**src/rtl/fpu_host_sequencer_if.sv**
```systemverilog
// rtl/fpu_host_sequencer_if.sv - host request/response and FPU byte-bus signals
interface fpu_host_sequencer_if;
  logic        start;
  logic [1:0]  op;
  logic [31:0] opy;
  logic [31:0] opx;
  logic        busy;
  logic        done;
  logic        err;
  logic [31:0] result;
  logic        FPUsel;
  logic [1:0]  addr;
  logic        read;
  logic        write;
  logic [7:0]  dataout;
  logic [7:0]  datain;

  modport master (
    input  start, op, opy, opx, datain,
    output busy, done, err, result, FPUsel, addr, read, write, dataout
  );

  modport slave (
    output start, op, opy, opx, datain,
    input  busy, done, err, result, FPUsel, addr, read, write, dataout
  );
endinterface

```
**src/rtl/fpu_host_sequencer.sv**
```systemverilog
// rtl/fpu_host_sequencer.sv - runs one FP operation on the byte-wide FPU peripheral
module fpu_host_sequencer #(
  parameter int unsigned POLL_LIMIT = 1023
) (
  input  logic               clk,
  input  logic               reset,
  fpu_host_sequencer_if.master bus
);
  localparam int unsigned PW = $clog2(POLL_LIMIT + 1);

  typedef enum logic [3:0] {
    S_IDLE, S_CMD_Y, S_VAL_Y, S_CMD_X, S_VAL_X, S_CMD_OP, S_POLL, S_READ, S_FIN
  } state_e;

  state_e        state_q, state_d;
  logic          gap_q, gap_d;
  logic [1:0]    idx_q, idx_d;
  logic [31:0]   opy_q, opy_d;
  logic [31:0]   opx_q, opx_d;
  logic [1:0]    op_q, op_d;
  logic [PW-1:0] poll_q, poll_d;
  logic          stat_q, stat_d;
  logic [31:0]   shadow_q, shadow_d;
  logic [31:0]   result_q, result_d;
  logic          err_q, err_d;

  logic          sel_c, rd_c, wr_c;
  logic [1:0]    addr_c;
  logic [7:0]    dout_c;

  function automatic logic [7:0] byte_of(input logic [31:0] w, input logic [1:0] i);
    case (i)
      2'd0:    return w[31:24];
      2'd1:    return w[23:16];
      2'd2:    return w[15:8];
      default: return w[7:0];
    endcase
  endfunction

  always_ff @(posedge clk or posedge reset) begin
    if (reset) begin
      state_q  <= S_IDLE;
      gap_q    <= 1'b0;
      idx_q    <= 2'd0;
      opy_q    <= '0;
      opx_q    <= '0;
      op_q     <= 2'd0;
      poll_q   <= '0;
      stat_q   <= 1'b0;
      shadow_q <= '0;
      result_q <= '0;
      err_q    <= 1'b0;
    end else begin
      state_q  <= state_d;
      gap_q    <= gap_d;
      idx_q    <= idx_d;
      opy_q    <= opy_d;
      opx_q    <= opx_d;
      op_q     <= op_d;
      poll_q   <= poll_d;
      stat_q   <= stat_d;
      shadow_q <= shadow_d;
      result_q <= result_d;
      err_q    <= err_d;
    end
  end

  // Every non-idle state except FIN is a two-cycle slot: access (gap_q=0), then idle gap.
  always_comb begin
    state_d  = state_q;
    gap_d    = gap_q;
    idx_d    = idx_q;
    opy_d    = opy_q;
    opx_d    = opx_q;
    op_d     = op_q;
    poll_d   = poll_q;
    stat_d   = stat_q;
    shadow_d = shadow_q;
    result_d = result_q;
    err_d    = err_q;
    sel_c    = 1'b0;
    rd_c     = 1'b0;
    wr_c     = 1'b0;
    addr_c   = 2'b00;
    dout_c   = 8'h00;

    case (state_q)
      S_IDLE: begin
        if (bus.start) begin
          opy_d   = bus.opy;
          opx_d   = bus.opx;
          op_d    = bus.op;
          err_d   = 1'b0;
          gap_d   = 1'b0;
          idx_d   = 2'd0;
          poll_d  = '0;
          state_d = S_CMD_Y;
        end
      end
      S_FIN: state_d = S_IDLE;
      default: begin
        if (!gap_q) begin
          gap_d = 1'b1;
          sel_c = 1'b1;
          case (state_q)
            S_CMD_Y:  begin wr_c = 1'b1; addr_c = 2'b10; dout_c = 8'h01; end
            S_VAL_Y:  begin wr_c = 1'b1; addr_c = 2'b11; dout_c = byte_of(opy_q, idx_q); end
            S_CMD_X:  begin wr_c = 1'b1; addr_c = 2'b10; dout_c = 8'h02; end
            S_VAL_X:  begin wr_c = 1'b1; addr_c = 2'b11; dout_c = byte_of(opx_q, idx_q); end
            S_CMD_OP: begin wr_c = 1'b1; addr_c = 2'b10; dout_c = {6'd0, op_q} + 8'd3; end
            S_POLL: begin
              rd_c   = 1'b1;
              addr_c = 2'b00;
              stat_d = bus.datain[7];
              poll_d = poll_q + PW'(1);
            end
            S_READ: begin
              rd_c   = 1'b1;
              addr_c = 2'b01;
              case (idx_q)
                2'd0:    shadow_d[31:24] = bus.datain;
                2'd1:    shadow_d[23:16] = bus.datain;
                2'd2:    shadow_d[15:8]  = bus.datain;
                default: shadow_d[7:0]   = bus.datain;
              endcase
            end
            default: ;
          endcase
        end else begin
          gap_d = 1'b0;
          case (state_q)
            S_CMD_Y:  begin state_d = S_VAL_Y; idx_d = 2'd0; end
            S_VAL_Y:  begin
              idx_d = idx_q + 2'd1;
              if (idx_q == 2'd3) state_d = S_CMD_X;
            end
            S_CMD_X:  begin state_d = S_VAL_X; idx_d = 2'd0; end
            S_VAL_X:  begin
              idx_d = idx_q + 2'd1;
              if (idx_q == 2'd3) state_d = S_CMD_OP;
            end
            S_CMD_OP: state_d = S_POLL;
            S_POLL: begin
              if (!stat_q) begin
                state_d = S_READ;
                idx_d   = 2'd0;
              end else if (poll_q == PW'(POLL_LIMIT)) begin
                state_d = S_FIN;
                err_d   = 1'b1;
              end
            end
            S_READ: begin
              idx_d = idx_q + 2'd1;
              if (idx_q == 2'd3) begin
                state_d  = S_FIN;
                result_d = shadow_q;
              end
            end
            default: state_d = S_IDLE;
          endcase
        end
      end
    endcase
  end

  assign bus.busy    = (state_q != S_IDLE);
  assign bus.done    = (state_q == S_FIN);
  assign bus.err     = err_q;
  assign bus.result  = result_q;
  assign bus.FPUsel  = sel_c;
  assign bus.read    = rd_c;
  assign bus.write   = wr_c;
  assign bus.addr    = addr_c;
  assign bus.dataout = dout_c;
endmodule

```
**src/flat_wrapper.sv**
```systemverilog
// flat-port wrapper written by rule: the top's interface ports become plain ports
module fpu_host_sequencer_flat 
#(
  parameter int unsigned POLL_LIMIT = 1023
)
  (clk, reset, bus_start, bus_op, bus_opy, bus_opx, bus_datain, bus_busy, bus_done, bus_err, bus_result, bus_FPUsel, bus_addr, bus_read, bus_write, bus_dataout);
  fpu_host_sequencer_if bus_i ();
  input  logic clk;
  input  logic reset;
  input wire logic [$bits(bus_i.start)-1:0] bus_start;
  input wire logic [$bits(bus_i.op)-1:0] bus_op;
  input wire logic [$bits(bus_i.opy)-1:0] bus_opy;
  input wire logic [$bits(bus_i.opx)-1:0] bus_opx;
  input wire logic [$bits(bus_i.datain)-1:0] bus_datain;
  output wire logic [$bits(bus_i.busy)-1:0] bus_busy;
  output wire logic [$bits(bus_i.done)-1:0] bus_done;
  output wire logic [$bits(bus_i.err)-1:0] bus_err;
  output wire logic [$bits(bus_i.result)-1:0] bus_result;
  output wire logic [$bits(bus_i.FPUsel)-1:0] bus_FPUsel;
  output wire logic [$bits(bus_i.addr)-1:0] bus_addr;
  output wire logic [$bits(bus_i.read)-1:0] bus_read;
  output wire logic [$bits(bus_i.write)-1:0] bus_write;
  output wire logic [$bits(bus_i.dataout)-1:0] bus_dataout;
  assign bus_i.start = bus_start;
  assign bus_i.op = bus_op;
  assign bus_i.opy = bus_opy;
  assign bus_i.opx = bus_opx;
  assign bus_i.datain = bus_datain;
  assign bus_busy = bus_i.busy;
  assign bus_done = bus_i.done;
  assign bus_err = bus_i.err;
  assign bus_result = bus_i.result;
  assign bus_FPUsel = bus_i.FPUsel;
  assign bus_addr = bus_i.addr;
  assign bus_read = bus_i.read;
  assign bus_write = bus_i.write;
  assign bus_dataout = bus_i.dataout;
  fpu_host_sequencer #(.POLL_LIMIT(POLL_LIMIT)) u_core (.clk(clk), .reset(reset), .bus(bus_i));
endmodule
```
**config.mk**
```make
export PLATFORM = sky130hd
export DESIGN_NAME = fpu_host_sequencer_flat
export DESIGN_NICKNAME = d
export VERILOG_FILES = /design/src/rtl/fpu_host_sequencer_if.sv /design/src/rtl/fpu_host_sequencer.sv /design/src/flat_wrapper.sv
export SDC_FILE = /design/constraint.sdc
export NUM_CORES = 1
export LEC_CHECK = 0
export ABC_AREA = 1
export CORE_MARGIN = 2
export CORE_UTILIZATION = 59
export CTS_BUF_LIST = sky130_fd_sc_hd__clkbuf_4 sky130_fd_sc_hd__clkbuf_8
export CTS_CLUSTER_DIAMETER = 80
export DETAILED_ROUTE_END_ITERATION = 12
export GPL_TIMING_DRIVEN = 0
export PLACE_DENSITY = 0.87
export SLEW_MARGIN = 30
export SYNTH_ARGS = -nofsm -noshare
export SYNTH_HDL_FRONTEND = slang
export SYNTH_SLANG_ARGS = --single-unit
export TNS_END_PERCENT = 20
```
**constraint.sdc**
```tcl
create_clock -name clk -period 10.9 [get_ports clk]
set_input_delay 2.18 -clock clk [delete_from_list [all_inputs] [get_ports clk]]
set_output_delay 2.18 -clock clk [all_outputs]
set_load 0.005 [all_outputs]
```
### Yosys cells after proc, flatten, opt, wreduce, memory -nomap -nowiden

Cells that the tools add are included.

| cells by class | value |
|---|---|
| add/sub/neg operators | 3 |
| equal/unequal tests | 19 |
| bitwise operators | 4 |
| multiply operators | 0 |
| mux-type cells | 41 |
| shift-type cells | 0 |
| div/mod/pow operators | 0 |
| $lt $le $gt $ge | 0 |
| reductions and logical operators | 29 |

Operators by type and width:

| operator | count |
|---|---|
| 8-bit case mux with 3 select lines | 2 |
| 8-bit case mux with 5 select lines | 1 |
| 10-bit two-way mux | 3 |
| 4-bit two-way mux | 7 |
| 4-bit case mux with 7 select lines | 1 |
| 4-bit AND reduction | 6 |
| 10-bit case mux with 2 select lines | 1 |
| 4-bit by 3-bit equality test with 1-bit output, second input constant | 4 |
| 8-bit two-way mux | 2 |
| 1-bit two-way mux | 13 |
| 2-bit case mux with 3 select lines | 2 |
| 6-bit AND reduction | 2 |
| 10-bit by 1-bit adder with 10-bit output, second input constant | 1 |
| 10-bit equality test, second input constant | 1 |
| 2-bit two-way mux | 5 |
| 3-bit OR reduction | 3 |
| 4-bit by 2-bit equality test with 1-bit output, second input constant | 2 |
| 4-bit by 2-bit != test with 1-bit output, second input constant | 2 |
| 4-bit case mux with 2 select lines | 1 |
| 2-bit nonzero test | 4 |
| 4-bit nonzero test | 2 |
| 2-bit OR reduction | 4 |
| 5-bit != test, second input constant | 1 |
| 5-bit AND reduction | 1 |
| 18 further kinds | 25 |

| storage, ports and cells | value |
|---|---|
| bits in latches | 0 |
| input port bits | 77 |
| memory bits (writable) | 0 |
| output and inout bits | 48 |
| logic and storage cells | 110 |
| memories kept | 0 |
| ROM bits | 0 |
| register bits after elaboration | 149 |

### Depth between registers and ports, before layout

Gate-level depths: netlist (run 1).

| logic depth | value |
|---|---|
| depth after elaboration | 6 |
| mapped depth | 10 |

### Least setup slack after synthesis (run 1)

No wires, ideal clock.

| timing path | value |
|---|---|
| path kind | reg-to-output |
| start | register u_core.idx_q[0] |
| end | output bus_dataout[3] |
| required time | 8720 ps |
| cell stages (with the launch flop) | 9 |
| path buffers | 2 |
| data arrival time | 1474 ps |
| path slack | 7246 ps |
| path through | dfrtp_1 > inv_1 > ha_1 > buf_2 > clkbuf_1 > a21oi_1 > a21oi_1 > nor2_1 > nor2_1 |

| between the ends | value |
|---|---|
| cells in the longest elaborated chain, start to end | 5 |
| elaborated cells between the ends (all ways) | 8 |

RTL lines:

| element | line | RTL |
|---|---|---|
| from (decl) | fpu_host_sequencer.sv:17 | `logic [1:0] idx_q, idx_d;` |
| from (signal assigned) | fpu_host_sequencer.sv:56 | `idx_q <= idx_d;` |
| 2-bit equality test (tied with other cells) | fpu_host_sequencer.sv:32 | `case (i)` |
| 8-bit case mux with 3 select lines | fpu_host_sequencer.sv:32 |  |
| 8-bit case mux with 5 select lines * | fpu_host_sequencer.sv:105 | `case (state_q)` |
| 8-bit two-way mux * | fpu_host_sequencer.sv:102 | `if (!gap_q) begin` |
| 8-bit two-way mux * | fpu_host_sequencer.sv:87 | `case (state_q)` |
| to (decl) | flat_wrapper.sv:23 | `output wire logic [$bits(bus_i.dataout)-1:0] bus_dataout;` |

Every way passes the cells marked *; elsewhere a longest branch is shown, timed or not.

### Worst setup path after layout (run 1)

Same ends and word-level chain as after synthesis.

==> results of run 1 <==
## synth_stat cells (2+ instances only)
library cell	n
nor2_4	3
clkbuf_1	8
o21ai_2	38
nand2_1	337
o21ai_0	71
inv_2	4
buf_6	12
inv_1	97
ha_1	7
nand3_1	24
nor2_1	40
nand4_1	5
nand2_2	6
dfrtp_1	149
nor3_1	3
xor2_1	2
a21oi_1	33
buf_2	13
nand3_4	5
a31oi_1	2
## layout by cell type, fill, tap and decap left out, types with 3 or more instances in the layout
cell type	count
ha_1	7
clkdlybuf4s50_1	124
nand3_1	24
nand2_1	337
buf_6	12
clkbuf_1	8
nor2_4	3
nor2_1	40
nand4_1	5
o21ai_0	71
clkbuf_8	19
nor3_1	3
clkinvlp_4	4
a21oi_1	33
nand3_4	5
clkinv_4	5
inv_2	4
o21ai_2	38
nand2_2	6
inv_1	96
buf_2	13
dfrtp_1	149
## cell type report
class                           count  area [sq um]
Clock inverter                     13           150
Buffer                             35           241
Fill cell                         882          2920
Multi-Input combinational cell    582          2760
Timing Repair Buffer              125          1270
Clock buffer                       19           262
Sequential cell                   149          3730
Tap cell                          147           184
Inverter                          102           395
## sequential cells by signal, indices dropped and copies added (netlist names)
| signal | count |
|---|---|
| u_core.bus.result | 32 |
| u_core.opx_q | 32 |
| u_core.opy_q | 32 |
| u_core.shadow_q | 32 |
| u_core.poll_q | 10 |
| u_core.state_q | 4 |
| u_core.idx_q | 2 |
| u_core.op_q | 2 |
| u_core.bus.err | 1 |
| u_core.gap_q | 1 |
| u_core.stat_q | 1 |
## report_power, final
part | switching, uW | total [uW] | internal (uW)
Sequential | 110 | 841 | 731
Clock | 220 | 438 | 218
Combinational | 510 | 808 | 298
## stage by stage
stage,instance area [sq um],instances
after global routing,8990,1172
final,8990,1172
after detailed placement,8580,1140
after CTS,8990,1172
after floorplan,7120,868
after global placement,8540,1139
## kinds of logic (layout without fill, tap and decap cells)
family,count (synthesis),in the layout,share of synthesized area (%)
XOR/XNOR,2,2,0.246
adder cells (fa/ha/maj),7,7,1.23
buffers and inverters,137,294,8.84
flip-flops,149,149,52.4
AO/OA/AOI/OAI,146,146,12.4
AND/OR/NAND/NOR,427,427,24.9
## path summary, 6_finish.rpt
kind | start | endpoint | cells past startpoint
worst min-delay path | u_core.opx_q[3] | u_core.opx_q[3] | 2
worst min register to register | u_core.opx_q[3] | u_core.opx_q[3] | 2
worst max register to register | u_core.idx_q[1] | u_core.state_q[1] | 7
min in group asynchronous | reset | u_core.bus.result[28] | 2
worst max-delay path | u_core.idx_q[0] | bus_dataout[3] | 9
max in group asynchronous | reset | u_core.opx_q[25] | 3
## per-layer routing
layer	track usage (%)	up-vias	wire, microns
met1	38.0	2874	7430
met3	5.84	42	1250
met4	11.9	0	500
li1	-	2990	-
met2	47.4	284	8380
met5	0	-	0
## tightest hold or removal path: stages (launching register included)
cell	delay [ps]
dfrtp_1	350
nand2_1	50
nand2_1	40
==> impl_results.md, run 1 <==
* Final hold slack at 477 ps
* Hold Crit Class: reg2reg
* First-pass GRT wire length at 29100 microns
* CP Capture Type: output port
* Bufs and invs on worst path at 4
* Clock Latency Late Sink at 460 ps
* Longest Clk Path Bufs at 2
* CP max stage delay at 530 ps
* DR vias/cell at 5.28
* Crit path kind: reg2out
* Critical-path cell list: inv_1 -> ha_1 -> buf_2 -> clkbuf_1 -> a21oi_1 -> a21oi_1 -> nor2_1 -> nor2_1 -> clkdlybuf4s50_1
* Initial antenna violation count at 0
* GP Congestion at 0.905
* Crit-path max FO at 10
* Max cap viols at 0
* Gr usage total at 28.9%
* Async set or reset register ratio after synthesis at 100%
* Fin util at 75.5%
* Clock root cell: clkbuf_8
* Critical path's top delay family: buffers and inverters
* Flop2flop setup slack at 9080 ps
* Startpoint Class: flip-flop
* IO buf count at 124
* Overflow after GRT at 0
* Num CTS Buffers at 17
* Register area share after synthesis at 52.4%
* Setup violators final at 0
* Vias in the first global route at 6060
* Worst-Margin Slew at 557 ps
* Post-CTS sizing at 0
* Clock skew at 12.4 ps
* Die Y at 114 microns
* CTS H-Tree Depth at 4
* Setup tns final at 0 ps
* Fin crit period at 5050 ps
* Largest net degree at the start of global routing at 79
* Die width at 114 microns
* Rel. slew slack at 62.9%
* Final wirelength at 17600 microns
* CTS tree: built
* EDFF count, synth at 0
* Cell Pwr Density at 232 mW/mm^2
* Maximum VDD drop at 0.135 mV
* Core area at 0.0119 sq mm
* Top cells by area, synth: dfrtp_1 52%, nand2_1 18%, inv_1 5.1%, o21ai_0 5.0%, o21ai_2 4.7%
* Post-Synthesis Net Count at 952
* Top cell type's share of synthesized area at 52.4%
* Synth-to-Final Area Change at 26.3%
* Detailed Place HPWL at 12600 microns
* Post-route ant nets at 0
* Post-synth top area cell: dfrtp_1
* Detailed-route DRC error count at 0
* Layout net count at 1096
* DRT iter0 DRCs at 504
* Critical Path AT at 2870 ps
* Layout cells sized above 1 at 11.8%
* Synth cell types at 29
* FMAX at 198 MHz
* Gate Count Post-Synth at 868
* CP max-delay cell: clkdlybuf4s50_1
* RSZ-0062 raised after global routing: false
* Initial core utilization at 59.8%
* Mapped Area at 0.00712 sq mm
* Vias at 6190
* Final WS setup at 5850 ps
* Tot Pwr at 2090 uW
* Clock sinks at 149
* # Post-CTS Setup Buffers at 0
* Req. time, crit path at 8720 ps
* Seq cells post-synth at 149
* Final Cycle Share at 46.3%
* 1st-pass router iterations at 5
* WL per Instance at 15.0 microns
* I/O pin cnt at 125
* Num rows at 40
* Mean Syn Cell Area at 8.20 sq um
* Ys Warns at 0
* Slew Limit Fails at 0
* Die area at 0.0130 sq mm
* Post-place setup slack at 6380 ps
* Status: finished clean
* Clk slew on worst S/H paths at 80 ps
* Leakage at 0.00468 uW
* Inserted Diodes at 0
* Hold Vio Cnt, Final at 0
* Hold_buf cts at 0
* Synth Flop Type: dfrtp_1
No activity file was read; power rests on OpenSTA's default activity.
==> run 2, diff against run 1 <==
--- a/config.mk
+++ b/config.mk
@@ -7,12 +7,12 @@
 export LEC_CHECK = 0
 export ABC_AREA = 1
 export CORE_MARGIN = 2
-export CORE_UTILIZATION = 59
+export CORE_UTILIZATION = 50
 export CTS_BUF_LIST = sky130_fd_sc_hd__clkbuf_4 sky130_fd_sc_hd__clkbuf_8
 export CTS_CLUSTER_DIAMETER = 80
 export DETAILED_ROUTE_END_ITERATION = 12
 export GPL_TIMING_DRIVEN = 0
-export PLACE_DENSITY = 0.87
+export PLACE_DENSITY = 0.78
 export SLEW_MARGIN = 30
 export SYNTH_ARGS = -nofsm -noshare
 export SYNTH_HDL_FRONTEND = slang
==> constraint.sdc (replaced) <==
create_clock -name clk -period 4.6 [get_ports clk]
set_input_delay 0.92 -clock clk [delete_from_list [all_inputs] [get_ports clk]]
set_output_delay 0.92 -clock clk [all_outputs]
set_load 0.005 [all_outputs]
==> run 2 against run 1 <==
Clock power rose by 140%; register-to-register slack got worse by 6300 ps; wire length rose by 0.18%; utilization fell by 9.8 points; clock skew fell by 6.4 ps; combinational power rose by 140%.
==> impl_results.md, run 2 (synthesis results as in run 1) <==
* Status: finished clean
* WL per Instance at 14.6 microns
* Die width at 123 microns
* Startpoint Class: flip-flop
* Post-place setup slack at 1350 ps
* CTS tree: built
* Clock skew at 5.93 ps
* Hold Vio Cnt, Final at 0
* Commonest cells after routing, fill and taps aside: 337 x nand2_1, 149 x dfrtp_1, 124 x clkdlybuf4s50_1
* Setup violators final at 0
* Crit path kind: reg2out
* Vias in the first global route at 5912
* Cell Pwr Density at 547 mW/mm^2
* 1st-pass router iterations at 7
* Initial antenna violation count at 0
* Die area at 0.0152 sq mm
* Final hold slack at 473 ps
* Worst-Margin Slew at 617 ps
* Layout net count at 1100
* IO buf count at 124
* Clock root cell: clkbuf_8
* Worst R2R Start: u_core.idx_q[1]
* I/O pin cnt at 125
* Reg2reg end: u_core.state_q[0]
* RSZ-0062 raised after global routing: false
* Hold Crit Class: reg2reg
* Tot Pwr at 4990 uW
* Fillers at 1176
* Clock Latency Late Sink at 460 ps
* Crit-path max FO at 10
* Hold_buf cts at 0
* Clk slew on worst S/H paths at 80 ps
* Most common cell after layout, fill and taps aside: nand2_1
* Gr usage total at 24.9%
* Overflow after GRT at 0
* Setup tns final at 0 ps
* Largest net degree at the start of global routing at 29
* Inserted Diodes at 0
* Hold path depth at 2
* DRT iter0 DRCs at 521
* CTS H-Tree Depth at 4
* Synth-to-Final Area Change at 28.0%
* Fin crit period at 3790 ps
* Final wirelength at 17600 microns
* Core area at 0.0139 sq mm
* Die Y at 123 microns
* Req. time, crit path at 3680 ps
* Vias at 6146
* Initial core utilization at 51.3%
* Detailed-route DRC error count at 0
* Max cap viols at 0
* Clock sinks at 149
* Maximum VDD drop at 0.307 mV
* Layout cells sized above 1 at 12.1%
* Reg2reg path depth at 7
* Longest Clk Path Bufs at 2
* Leakage at 0.00472 uW
* Num rows at 43
* Hold Crit Start: u_core.opx_q[3]
* Detailed Place HPWL at 13200 microns
* CP Capture Type: output port
* GP Congestion at 0.924
* FMAX at 264 MHz
* DR vias/cell at 5.08
* Num CTS Buffers at 17
* Slew Limit Fails at 0
* # Post-CTS Setup Buffers at 0
* Post-route ant nets at 0
* Critical Path AT at 2870 ps
* Final Cycle Share at 82.4%
* Hold Path Sink: u_core.opx_q[3]
* Post-CTS sizing at 0
* Rel. slew slack at 58.8%
* Final WS setup at 810 ps
* Flop2flop setup slack at 2770 ps
* First-pass GRT wire length at 29000 microns
==> run 2: per-layer routing <==
metal	vias up	part of all wire, %	global-route usage, %
li1	3003	-	-
met1	2877	45	34.1
met2	235	47	40.3
met3	31	6.3	4.38
met4	0	2.2	8.74
met5	-	0	0
==> run 2: where the power goes <==
group	switching (uW)	total, uW	leakage, uW	internal, uW
sequential	259	1990	0.00181	1730
combinational	1210	1920	0.00270	712
clock	523	1070	0.000201	548
total	1990	4990	0.00472	2990
==> run 2: stage by stage <==
stage / cell area (sq um) / instances / utilization (%)
4_1_cts: 9110 / 1209 / 65.7
3_5_place_dp: 8700 / 1177 / 62.6
3_3_place_gp: 8590 / 1172 / 61.9
2_1_floorplan: 7120 / 868 / -
5_1_grt: 9110 / 1209 / 65.7
6_report: 9110 / 1209 / 65.7
==> run 2: final cells by class <==
cell class	instances	area, sq um	share of cell area [%]
inverter	102	392	4.30
clock buffer	18	241	2.65
sequential	149	3730	40.9
timing repair buffer	129	1350	14.8
buffer	35	241	2.65
multi-input combinational	582	2760	30.3
tap	180	225	2.47
clock inverter	14	176	1.94
==> run 2: how the worst max path moves through the flow <==
stage | start | end | slack (ps) | cells past startpoint
floorplan | reset | u_core.bus.err | 1810 | 1
global placement | reset | u_core.poll_q[0] | 540 | 2
detailed placement | u_core.idx_q[0] | bus_dataout[4] | 1350 | 9
CTS | u_core.idx_q[0] | bus_dataout[7] | 850 | 9
global route | u_core.idx_q[0] | bus_dataout[4] | 700 | 9
finish | u_core.idx_q[0] | bus_dataout[4] | 810 | 9
==> run 2: critical path, stage by stage (launching register included) <==
cell	delay [ps]
dfrtp_1	440
inv_1	130
ha_1	150
buf_2	240
clkbuf_1	390
a21oi_1	130
a21oi_1	200
nor2_1	60
nor2_1	150
clkdlybuf4s50_1	520
==> run 3, diff against run 2 <==
--- a/config.mk
+++ b/config.mk
@@ -7,12 +7,12 @@
 export LEC_CHECK = 0
 export ABC_AREA = 1
 export CORE_MARGIN = 2
-export CORE_UTILIZATION = 50
+export CORE_UTILIZATION = 55
 export CTS_BUF_LIST = sky130_fd_sc_hd__clkbuf_4 sky130_fd_sc_hd__clkbuf_8
 export CTS_CLUSTER_DIAMETER = 80
 export DETAILED_ROUTE_END_ITERATION = 12
 export GPL_TIMING_DRIVEN = 0
-export PLACE_DENSITY = 0.78
+export PLACE_DENSITY = 0.82
 export SLEW_MARGIN = 30
 export SYNTH_ARGS = -nofsm -noshare
 export SYNTH_HDL_FRONTEND = slang
==> constraint.sdc (replaced) <==
create_clock -name clk -period 3.85 [get_ports clk]
set_input_delay 0.77 -clock clk [delete_from_list [all_inputs] [get_ports clk]]
set_output_delay 0.77 -clock clk [all_outputs]
set_load 0.005 [all_outputs]
==> run 3 against run 2 <==
Flip-flop and latch count stayed put; utilization rose by 7.2 points; sequential share of layout area down 0.35 points; critical path depth unchanged; die area decreased by 8.8%; sequential power rose by 20%; first-iteration DRC count is 15% lower.
==> impl_results.md, run 3 (synthesis results as in run 1) <==
* Critical-path cell list: inv_1 -> ha_1 -> buf_2 -> clkbuf_1 -> a21oi_1 -> a21oi_1 -> nor2_1 -> nor2_1 -> clkdlybuf4s50_1
* Crit path from: u_core.idx_q[0]
* Rel. slew slack at 63.4%
* Fin crit period at 3630 ps
* Cell area after placement at 0.00872 sq mm
* Clock sinks at 149
* Detailed Place HPWL at 13300 microns
* IO buf count at 124
* Final Instance Area at 0.00919 sq mm
* Most common cell after layout, fill and taps aside: nand2_1
* Fillers at 1010
* Layout net count at 1101
* Post-place setup slack at 773 ps
* Max cap viols at 0
* Longest Clk Path Bufs at 2
* Hold Path Sink: u_core.opx_q[7]
* CP max stage delay at 520 ps
* DRT iter0 DRCs at 445
* Inserted Diodes at 0
* Worst-Margin Slew at 549 ps
* Die Y at 118 microns
* Overflow after GRT at 0
* Final Cycle Share at 94.2%
* RSZ-0062 raised after global routing: false
* Hold Vio Cnt, Final at 0
* Startpoint Class: flip-flop
* Post-route ant nets at 0
* Core area at 0.0126 sq mm
* FMAX at 276 MHz
* Reg2reg path depth at 7
* Vias in the first global route at 5998
* Gr usage total at 26.9%
* Flop2flop setup slack at 2050 ps
* Die width at 118 microns
* Post-CTS sizing at 0
* Layout cells sized above 1 at 12.2%
* Num CTS Buffers at 17
* Reg2reg end: u_core.state_q[3]
* Slew Limit Fails at 0
* Setup tns final at 0 ps
* Req. time, crit path at 3080 ps
* Initial core utilization at 56.4%
* Hold path depth at 2
* CP Capture Type: output port
* Die area at 0.0139 sq mm
* Initial antenna violation count at 0
* Setup violators final at 0
* DR vias/cell at 5.10
* CP max-delay cell: clkdlybuf4s50_1
* Status: finished clean
* Hold_buf cts at 0
* # Post-CTS Setup Buffers at 0
* Cell Pwr Density at 663 mW/mm^2
* Clock Latency Late Sink at 470 ps
* CTS tree: built
* Maximum VDD drop at 0.451 mV
* Clock skew at 11.0 ps
* GP Congestion at 0.873
* Commonest cells after routing, fill and taps aside: 337 x nand2_1, 149 x dfrtp_1, 124 x clkdlybuf4s50_1
* 1st-pass router iterations at 5
* Clk slew on worst S/H paths at 90 ps
* WL per Instance at 14.5 microns
* Hold Crit Class: reg2reg
* Leakage at 0.00477 uW
* Final wirelength at 17500 microns
* Clock root cell: clkbuf_8
* Largest net degree at the start of global routing at 29
* Final WS setup at 223 ps
* Final hold slack at 475 ps
* First-pass GRT wire length at 29500 microns
* Worst R2R Start: u_core.idx_q[0]
* Critical Path AT at 2860 ps
* Synth-to-Final Area Change at 29.1%
* Hold Crit Start: u_core.opx_q[7]
* Crit-path max FO at 10
* CTS H-Tree Depth at 4
* Crit path kind: reg2out
* Vias at 6132
* Detailed-route DRC error count at 0
* Num rows at 41
* I/O pin cnt at 125
[run 3: cell count changes in the layout (fill, tap and decap cells not counted)]
cell / delta
clkinvlp_4: -4
clkbuf_4: -1
bufinv_16: +2
buf_16: +2
buf_12: -1
clkinv_4: +2
clkbuf_8: +1
[run 3: cell type report]
cell class | count | area (sq um) | share of cell area (%)
clock inverters | 14 | 224 | 2.44
multi-input cells | 582 | 2760 | 30.0
plain buffers | 35 | 241 | 2.63
inverters | 102 | 392 | 4.26
well taps | 172 | 215 | 2.34
repair buffers | 130 | 1380 | 15.1
flip-flops and latches | 149 | 3730 | 40.6
clock buffers | 18 | 248 | 2.69
[run 3: through the flow]
stage / total power (uW) / utilization [%] / instances
6_report: 6090 / 72.8 / 1202
5_1_grt: 6560 / 72.8 / 1202
4_1_cts: 6110 / 72.8 / 1202
3_5_place_dp: 4680 / 69.1 / 1170
3_3_place_gp: 4590 / 68.0 / 1164
2_1_floorplan: 3860 / - / 868
[run 3: routing by layer]
metal	share of wire, %	up-vias	track usage, %
met5	0	-	0
met4	2.3	0	10.1
met3	6.6	30	4.80
met2	47	236	43.1
met1	44	2856	37.0
li1	-	3010	-
[run 3: worst max-delay path, delay by kind of cell (launching register included)]
family	cells	cell delay, ps
flip-flops	1	440
buffers and inverters	4	1270
adder cells (fa/ha/maj)	1	140
AO/OA/AOI/OAI	2	350
AND/OR/NAND/NOR	2	190
[run 3: where the power goes]
part           internal [uW]  switching, uW  leakage [uW]
Combinational            854           1440       0.00272
Sequential              2070            314       0.00181
Clock                    798            623      0.000239
Total                   3720           2370       0.00477
[run 3: worst max-delay path by stage]
stage | end | cells after the start
2_1_floorplan | u_core.bus.err | 1
3_3_place_gp | u_core.poll_q[5] | 2
3_5_place_dp | bus_dataout[3] | 10
4_1_cts | bus_dataout[3] | 10
5_1_grt | bus_dataout[6] | 9
6_report | bus_dataout[5] | 9
